## config.mk

```make
export PLATFORM = sky130hd
export DESIGN_NAME = inst_bus_if
export DESIGN_NICKNAME = d
export VERILOG_FILES = /design/src/rtl/inst_bus_if_pkg.sv /design/src/rtl/inst_bus_if_timeout_cnt.sv /design/src/rtl/inst_bus_if.sv
export SDC_FILE = /design/constraint.sdc
export NUM_CORES = 1
export LEC_CHECK = 0
export CORE_MARGIN = 4
export CORE_UTILIZATION = 25
export DETAILED_ROUTE_END_ITERATION = 10
export PLACE_DENSITY_LB_ADDON = 0.12
export SLEW_MARGIN = 25
export SYNTH_ARGS = -nofsm -noshare
export SYNTH_HDL_FRONTEND = slang
export SYNTH_SLANG_ARGS = --single-unit
```

## constraint.sdc

```tcl
create_clock -name clk -period 4.63 [get_ports clk]
set_input_delay 0.926 -clock clk [delete_from_list [all_inputs] [get_ports clk]]
set_output_delay 0.926 -clock clk [all_outputs]
set_load 0.005 [all_outputs]
```

## src/rtl/inst_bus_if_pkg.sv

```systemverilog
// -----------------------------------------------------------------------------
// inst_bus_if_pkg
// Shared definitions for the instruction-fetch bus interface: the fetch FSM
// state encoding, the NOP word, reset/stall polarity constants and the
// Wishbone byte-select value used for full-word reads.
// -----------------------------------------------------------------------------
package inst_bus_if_pkg;

   // Fetch FSM states
   typedef enum logic [1:0] {
      IFB_IDLE           = 2'd0,
      IFB_BUSY           = 2'd1,
      IFB_WAIT_FOR_STALL = 2'd2
   } ifb_state_t;

   // NOP / empty instruction word
   localparam logic [31:0] ZeroWord  = 32'h0000_0000;

   // Reset is active high
   localparam logic        RstEnable = 1'b1;

   // Stall request / stall vector polarity
   localparam logic        Stop      = 1'b1;
   localparam logic        NotStop   = 1'b0;

   // All four byte lanes: instruction fetches are always full words
   localparam logic [3:0]  WbSelAll  = 4'hF;

endpackage

```

## src/rtl/inst_bus_if_timeout_cnt.sv

```systemverilog
// -----------------------------------------------------------------------------
// wb_timeout_cnt
// Saturating cycle counter used to bound how long a fetch waits for the bus.
// Ports:
//   i_clk      system clock
//   i_rst      synchronous active-high reset
//   i_clear    zero the count (wins over i_enable)
//   i_enable   advance the count by one, saturating at all-ones
//   o_atLimit  count equals TIMEOUT; never asserted when TIMEOUT is 0
// -----------------------------------------------------------------------------
module wb_timeout_cnt
   import inst_bus_if_pkg::*;
#(
   parameter int TIMEOUT = 255
)
(
   input  logic i_clk,
   input  logic i_rst,
   input  logic i_clear,
   input  logic i_enable,
   output logic o_atLimit
);

   // Wide enough to hold TIMEOUT itself, and at least one bit when TIMEOUT is 0
   localparam int CntW = $clog2(TIMEOUT + 2);

   logic [CntW-1:0] r_count;

   // Count up while enabled; holding at all-ones keeps the count from
   // wrapping back below the limit if the enable is left on.
   always_ff @(posedge i_clk) begin
      if (i_rst == RstEnable) begin
         r_count <= '0;
      end else if (i_clear) begin
         r_count <= '0;
      end else if (i_enable && (r_count != {CntW{1'b1}})) begin
         r_count <= r_count + CntW'(1);
      end
   end

   // A zero TIMEOUT turns the limit flag off entirely
   assign o_atLimit = (TIMEOUT != 0) && (r_count == CntW'(TIMEOUT));

endmodule

```

## src/rtl/inst_bus_if.sv

```systemverilog
// -----------------------------------------------------------------------------
// inst_bus_if
// Instruction-fetch bus interface. Turns each enabled, word-aligned fetch
// address into a Wishbone-classic read, stalls the pipeline until the word
// returns, holds the word while IF is stalled and aborts on flush, bus error,
// misalignment or timeout.
// Ports:
//   clk, rst        clock / synchronous active-high reset
//   pc_i, ce_i      fetch address and enable from the PC register
//   stall_i         pipeline stall vector (bit 1 = IF stalled)
//   flush_i         abandon any in-flight fetch
//   inst_o          instruction to IF/ID (NOP when nothing valid)
//   stallreq_o      stall request to the pipeline controller
//   fetch_err_o     one-cycle pulse after misalignment, bus error or timeout
//   wb_*            Wishbone-classic master read port
// -----------------------------------------------------------------------------
module inst_bus_if
   import inst_bus_if_pkg::*;
#(
   parameter int TIMEOUT = 255
)
(
   input  logic        clk,
   input  logic        rst,
   input  logic [31:0] pc_i,
   input  logic        ce_i,
   input  logic [5:0]  stall_i,
   input  logic        flush_i,
   output logic [31:0] inst_o,
   output logic        stallreq_o,
   output logic        fetch_err_o,
   output logic [31:0] wb_adr_o,
   input  logic [31:0] wb_dat_i,
   output logic        wb_cyc_o,
   output logic        wb_stb_o,
   output logic        wb_we_o,
   output logic [3:0]  wb_sel_o,
   input  logic        wb_ack_i,
   input  logic        wb_err_i
);

   ifb_state_t  r_state;
   ifb_state_t  w_nextState;
   logic [31:0] r_adr;
   logic        r_cyc;
   logic [31:0] r_hold;
   logic        r_fetchErr;

   logic        w_launch;
   logic        w_drop;
   logic        w_capture;
   logic        w_errNext;
   logic        w_cntClear;
   logic        w_cntEn;
   logic        w_timeout;
   logic [31:0] w_inst;
   logic        w_stallreq;
   logic        w_unusedStall;

   // Only the IF bit of the stall vector matters to this stage
   assign w_unusedStall = ^{stall_i[5:2], stall_i[0]};

   // Counts BUSY cycles without a response; cleared whenever a fetch launches
   wb_timeout_cnt #(
      .TIMEOUT (TIMEOUT)
   ) u_timeout (
      .i_clk     (clk),
      .i_rst     (rst),
      .i_clear   (w_cntClear),
      .i_enable  (w_cntEn),
      .o_atLimit (w_timeout)
   );

   // Next-state and combinational outputs. Inside BUSY the priority is
   // flush > bus error > ack > timeout, so a flush or error arriving with an
   // ack throws the data away. While reset is held the combinational
   // outputs are forced quiet so the pipeline sees no stale request.
   always_comb begin
      w_nextState = r_state;
      w_launch    = 1'b0;
      w_drop      = 1'b0;
      w_capture   = 1'b0;
      w_errNext   = 1'b0;
      w_cntClear  = 1'b0;
      w_cntEn     = 1'b0;
      w_inst      = ZeroWord;
      w_stallreq  = NotStop;

      case (r_state)
         IFB_IDLE: begin
            if (ce_i) begin
               if (pc_i[1:0] != 2'b00) begin
                  w_errNext = 1'b1;
               end else if (!flush_i) begin
                  w_launch    = 1'b1;
                  w_cntClear  = 1'b1;
                  w_stallreq  = Stop;
                  w_nextState = IFB_BUSY;
               end
            end
         end

         IFB_BUSY: begin
            if (flush_i) begin
               w_drop      = 1'b1;
               w_nextState = IFB_IDLE;
            end else if (wb_err_i) begin
               w_drop      = 1'b1;
               w_errNext   = 1'b1;
               w_nextState = IFB_IDLE;
            end else if (wb_ack_i) begin
               w_drop      = 1'b1;
               w_capture   = 1'b1;
               w_inst      = wb_dat_i;
               w_nextState = (stall_i[1] == Stop) ? IFB_WAIT_FOR_STALL : IFB_IDLE;
            end else if (w_timeout) begin
               w_drop      = 1'b1;
               w_errNext   = 1'b1;
               w_nextState = IFB_IDLE;
            end else begin
               w_stallreq = Stop;
               w_cntEn    = 1'b1;
            end
         end

         IFB_WAIT_FOR_STALL: begin
            w_inst = r_hold;
            if ((stall_i[1] != Stop) || flush_i) begin
               w_nextState = IFB_IDLE;
            end
         end

         default: begin
            w_nextState = IFB_IDLE;
         end
      endcase

      if (rst == RstEnable) begin
         w_inst     = ZeroWord;
         w_stallreq = NotStop;
      end
   end

   // State, bus-cycle and hold registers. The address is only loaded on
   // launch so it stays stable for the whole BUSY period.
   always_ff @(posedge clk) begin
      if (rst == RstEnable) begin
         r_state    <= IFB_IDLE;
         r_adr      <= ZeroWord;
         r_cyc      <= 1'b0;
         r_hold     <= ZeroWord;
         r_fetchErr <= 1'b0;
      end else begin
         r_state    <= w_nextState;
         r_fetchErr <= w_errNext;
         if (w_launch) begin
            r_adr <= pc_i;
            r_cyc <= 1'b1;
         end else if (w_drop) begin
            r_cyc <= 1'b0;
         end
         if (w_capture) begin
            r_hold <= wb_dat_i;
         end
      end
   end

   assign inst_o      = w_inst;
   assign stallreq_o  = w_stallreq;
   assign fetch_err_o = r_fetchErr;
   assign wb_adr_o    = r_adr;
   assign wb_cyc_o    = r_cyc;
   assign wb_stb_o    = r_cyc;
   assign wb_we_o     = 1'b0;
   assign wb_sel_o    = WbSelAll;

endmodule

```

## Word level (Yosys, flattened, before mapping)

Index checks and enable logic that the tools add are counted.

| cells by class | value |
|---|---|
| $add $sub $neg | 1 |
| equality and inequality tests | 9 |
| muxes and demuxes | 43 |
| bitwise operators | 1 |
| reductions and logical operators | 7 |

Operators by type and width:

| cell | count |
|---|---|
| 32-bit two-way mux | 4 |
| 32-bit case mux with 2 select lines | 1 |
| 1-bit two-way mux | 26 |
| 2-bit two-way mux | 9 |
| 9-bit by 1-bit adder with 9-bit output, second input constant | 1 |
| 9-bit by 8-bit equality test with 1-bit output, second input constant | 1 |
| 9-bit != test, second input constant | 1 |
| 2-bit != test, second input constant | 4 |
| 2-bit case mux with 3 select lines | 1 |
| 5-bit by 4-bit != test with 1-bit output, second input constant | 1 |
| 5-bit AND reduction | 1 |
| 1-bit case mux with 2 select lines | 2 |
| 2-bit nonzero test | 2 |
| 2-bit by 1-bit equality test with 1-bit output, second input constant | 1 |
| 2-bit equality test, second input constant | 1 |
| 2-bit zero test | 1 |
| 2-bit OR reduction | 1 |
| 1-bit logical AND | 1 |
| 1-bit logical OR | 1 |
| 1-bit NOT | 1 |

| word-level totals | value |
|---|---|
| flip-flop bits (word level) | 77 |
| input port bits | 76 |
| output and inout bits | 73 |
| logic and storage cells | 67 |

## Longest topological paths before layout

| logic depth | value |
|---|---|
| word-level depth | 8 |
| depth in mapped cells | 8 |
| gate-level depth less buffers | 7 |

## By module

A second synthesis with hierarchy kept.

| unflattened totals | value |
|---|---|
| cell total of the unflattened synthesis | 436 |
| area, all modules | 3300.7 um2 |

By module, submodules not included:

| module | instances | cells an instance | area each (um2) | seq. area each (um2) |
|---|---|---|---|---|
| inst_bus_if | 1 | 388 | 2871.5 | 1361.3 |
| wb_timeout_cnt | 1 | 48 | 429.2 | 180.2 |

## Worst setup path before layout

No wires, ideal clock.

| timing | value |
|---|---|
| path kind | input-to-output |
| start point | input port pc_i[0] |
| end point | output port stallreq_o |
| arrival | 1.984 ns |
| data required time | 3.704 ns |
| setup slack | 1.720 ns |
| stages | 5 |
| path buffers | 2 |
| cells stage by stage | or2_1 > or3_1 > clkbuf_1 > buf_2 > a21oi_1 |

| on the way | value |
|---|---|
| cells in the longest elaborated chain, start to end | 5 |

RTL lines:

| item | RTL line | text |
|---|---|---|
| start: declaration | inst_bus_if.sv:25 | `input logic [31:0] pc_i,` |
| 2-bit nonzero test | inst_bus_if.sv:92 | `if (pc_i[1:0] != 2'b00) begin` |
| 1-bit two-way mux | inst_bus_if.sv:92 |  |
| 1-bit two-way mux | inst_bus_if.sv:91 | `if (ce_i) begin` |
| 1-bit case mux with 2 select lines | inst_bus_if.sv:89 | `case (r_state)` |
| 1-bit two-way mux | inst_bus_if.sv:138 | `if (rst == RstEnable) begin` |
| end: declaration | inst_bus_if.sv:30 | `output logic stallreq_o,` |

No other way between the ends.

## Worst setup path in the final report

| timing | value |
|---|---|
| start point | input port flush_i |
| end point | output port inst_o[25] |

| on the way | value |
|---|---|
| cells in the longest elaborated chain, start to end | 3 |

RTL lines:

| item | RTL line | text |
|---|---|---|
| start: declaration | inst_bus_if.sv:28 | `input logic flush_i,` |
| 32-bit two-way mux | inst_bus_if.sv:104 | `if (flush_i) begin` |
| 32-bit case mux with 2 select lines | inst_bus_if.sv:89 |  |
| 32-bit two-way mux | inst_bus_if.sv:138 |  |
| end: declaration | inst_bus_if.sv:29 | `output logic [31:0] inst_o,` |

No other way between the ends.

==> flow_summary.yaml <==
clock_tree:
  htree_num_levels: 3
  cts_buffers: 9
  postCtsHoldBufs: 0
  clkTransAtPathRegs_ns: 0.06
  clock_path_buffers: 2
  cts_root_buffer: "clkbuf_16"
  cts_resized: 0
  clkSinkCount: 77
  tritoncts: "built"
  post-cts-setup-buffer-count: 0
  clk_latency_ns: 0.33
synthesis:
  synth-seq-cells: 77
  yosys.cell_types.count: 36
  yosysSeqAreaShare_pct: 46.5
  syn_area_sq_um: 3310
  synth_cells: 441
  yosys_warnings: 0
  avgSynthCellArea_sq_um: 7.52
grt:
  grt_pass1_vias: 3254
  antenna_found_initial: 1
  track_usage_pct: 13.0
  grt_pass1_wl_um: 15500
  grt-ovfl-total: 0
  grt_max_degree: 70
sta:
  maxSlewHeadroom_pct: 44.8
  finalClockSkew_ns: 0.00434
  max_freq_mhz: 247
  fin_setup_tns_ns: 0
  timing.final.hold_violations: 0
  maxSlewViolCount: 0
  period_share_pct: 87.5
  timing.final.crit_period_ns: 4.05
  final-setup-viol-count: 0
  rsz0062_at_grt: "false"
  worstMarginPinSlew_ns: 0.824
finish:
  final_common_cell: "nand2_1"
  stdcell_area_sq_um: 5110
  fillers: 1363
  nets: 646
  final_cell_mix: "nand2_1 (160), clkdlybuf4s50_1 (137), a21oi_1 (98)"
  n_antenna_cell: 0
  syn_to_final_growth_pct: 54.3
  drive_above_1_share_pct: 5.45
power:
  powerDensity_nw_per_um2: 304
  vdd_drop_max_mv: 0.161
  leakagePower_nw: 1.69
routing:
  vias_per_cell: 4.42
  vias: 3276
  drt-wirelength-per-cell_um: 13.2
  drc: 0
  wirelength_um: 9800
  drtPass1Iterations: 4
  drt_iter0_markers: 131
  postRouteAntennaNets: 0
die:
  start_util_pct: 25.8
  fp.dieArea_sq_um: 15200
  die_h_um: 123
  die_w_um: 123
  boundaryPins: 149
  core_sq_um: 12800
  placementRows: 41
critical_path:
  crit_type: "in2out"
  start_kind: "input pin"
  worstPathMaxFanout: 33
  cp-end-kind: "output port"
  r2r_setup_slack_ns: 2.46
  arrival_ns: 3.12
  crit_required_ns: 3.70
place:
  placed_cell_area_sq_um: 4790
  hpwl_um: 6610
  numPortBuffers: 138
  gp_congestion: 0.715
run_status:
  status: "finished clean"
min_path:
  min_path_type: "reg2reg"
run:
  drv_cap: 0
-- layer usage --
layer  part of all wire (%)  vias up  track usage (%)
met5                   0.13        -                0
met4                   0.62        2             3.53
met3                    7.3        6             5.44
met2                     45       98             21.3
met1                     47     1494             15.6
li1                       -     1676                -
-- critical path, stage by stage --
cell	delay [ns]
clkdlybuf4s50_1	0.58
nor2b_1	0.23
and3b_2	0.20
buf_4	0.33
nand2_1	0.13
a21oi_1	0.18
clkdlybuf4s50_1	0.53
-- cell families (layout without fill, tap and decap cells) --
kind of cell | count (synthesis) | in the layout | share of synthesized area [%]
DFF | 77 | 77 | 46.5
adders and majority gates | 6 | 6 | 2.26
xor gates and xnor gates | 7 | 7 | 1.85
buffers and inverters | 42 | 167 | 6.30
and+or+nand+nor | 202 | 202 | 26.3
AOI/OAI and AO/OA | 102 | 102 | 15.6
other | 2 | 5 | 0.227
muxes | 3 | 3 | 0.906
-- flip-flops by register name, summed over array words and instances, names as in the netlist --
name,flops
wb_adr_o,32
fetch_err_o,1
r_hold,32
r_state,2
wb_cyc_o,1
u_timeout.r_count,9
-- metrics by stage --
step	power (mW)	hold WS (ns)	cells	worst slack, ns	utilization [%]
global route	1.62	0.453	741	0.399	39.9
detailed placement	0.811	0.420	725	0.527	37.3
CTS	1.59	0.429	741	0.528	39.9
finish	1.56	0.425	741	0.580	39.9
global placement	0.811	0.418	725	0.561	37.3
floorplan	0.730	0.425	444	1.72	-
-- synth_stat cells, drive strengths merged --
master	n	area share (%)
dfxtp	77	47
and3b	2	0.57
clkbuf	17	1.9
nand3	3	0.45
and3	1	0.19
conb	2	0.23
and4b	1	0.30
mux2i	3	0.91
and2b	1	0.26
inv	6	0.68
a221oi	1	0.26
o21ai	2	0.30
a211oi	1	0.23
or4	1	0.34
nand2	160	18
xor2	4	1.1
nand4	2	0.38
xnor2	3	0.79
nor3	3	0.45
ha	6	2.3
nor4	1	0.64
or3	1	0.19
or2	1	0.19
and4	2	0.53
nor2b	3	0.57
buf	19	3.7
nand2b	3	0.64
nand3b	4	0.91
a21oi	98	15
nor2	13	1.6
-- area by class of cell --
type | instances | area, sq um | area share [%]
clock buffers | 12 | 256 | 5.01
flip-flops and latches | 77 | 1540 | 30.1
clock inverters | 4 | 70.1 | 1.37
inverters | 6 | 22.5 | 0.440
multi-input cells | 325 | 1580 | 30.9
repair buffers | 145 | 1430 | 27.9
well taps | 172 | 215 | 4.21
-- power by group --
part | switching [mW] | total [mW] | leakage, nW | internal, mW
sequential | 0.00390 | 0.675 | 0.622 | 0.671
clock | 0.261 | 0.760 | 0.163 | 0.500
combinational | 0.0462 | 0.120 | 0.910 | 0.0739
total | 0.311 | 1.56 | 1.69 | 1.24
-- final timing paths --
check / start / endpoint / cells past startpoint
max: flush_i / inst_o[25] / 7
min: wb_adr_o[1] / wb_adr_o[1] / 2
max reg2reg: u_timeout.r_count[3] / u_timeout.r_count[4] / 7
min reg2reg: wb_adr_o[1] / wb_adr_o[1] / 2
Power figures use the tool's default switching activity.
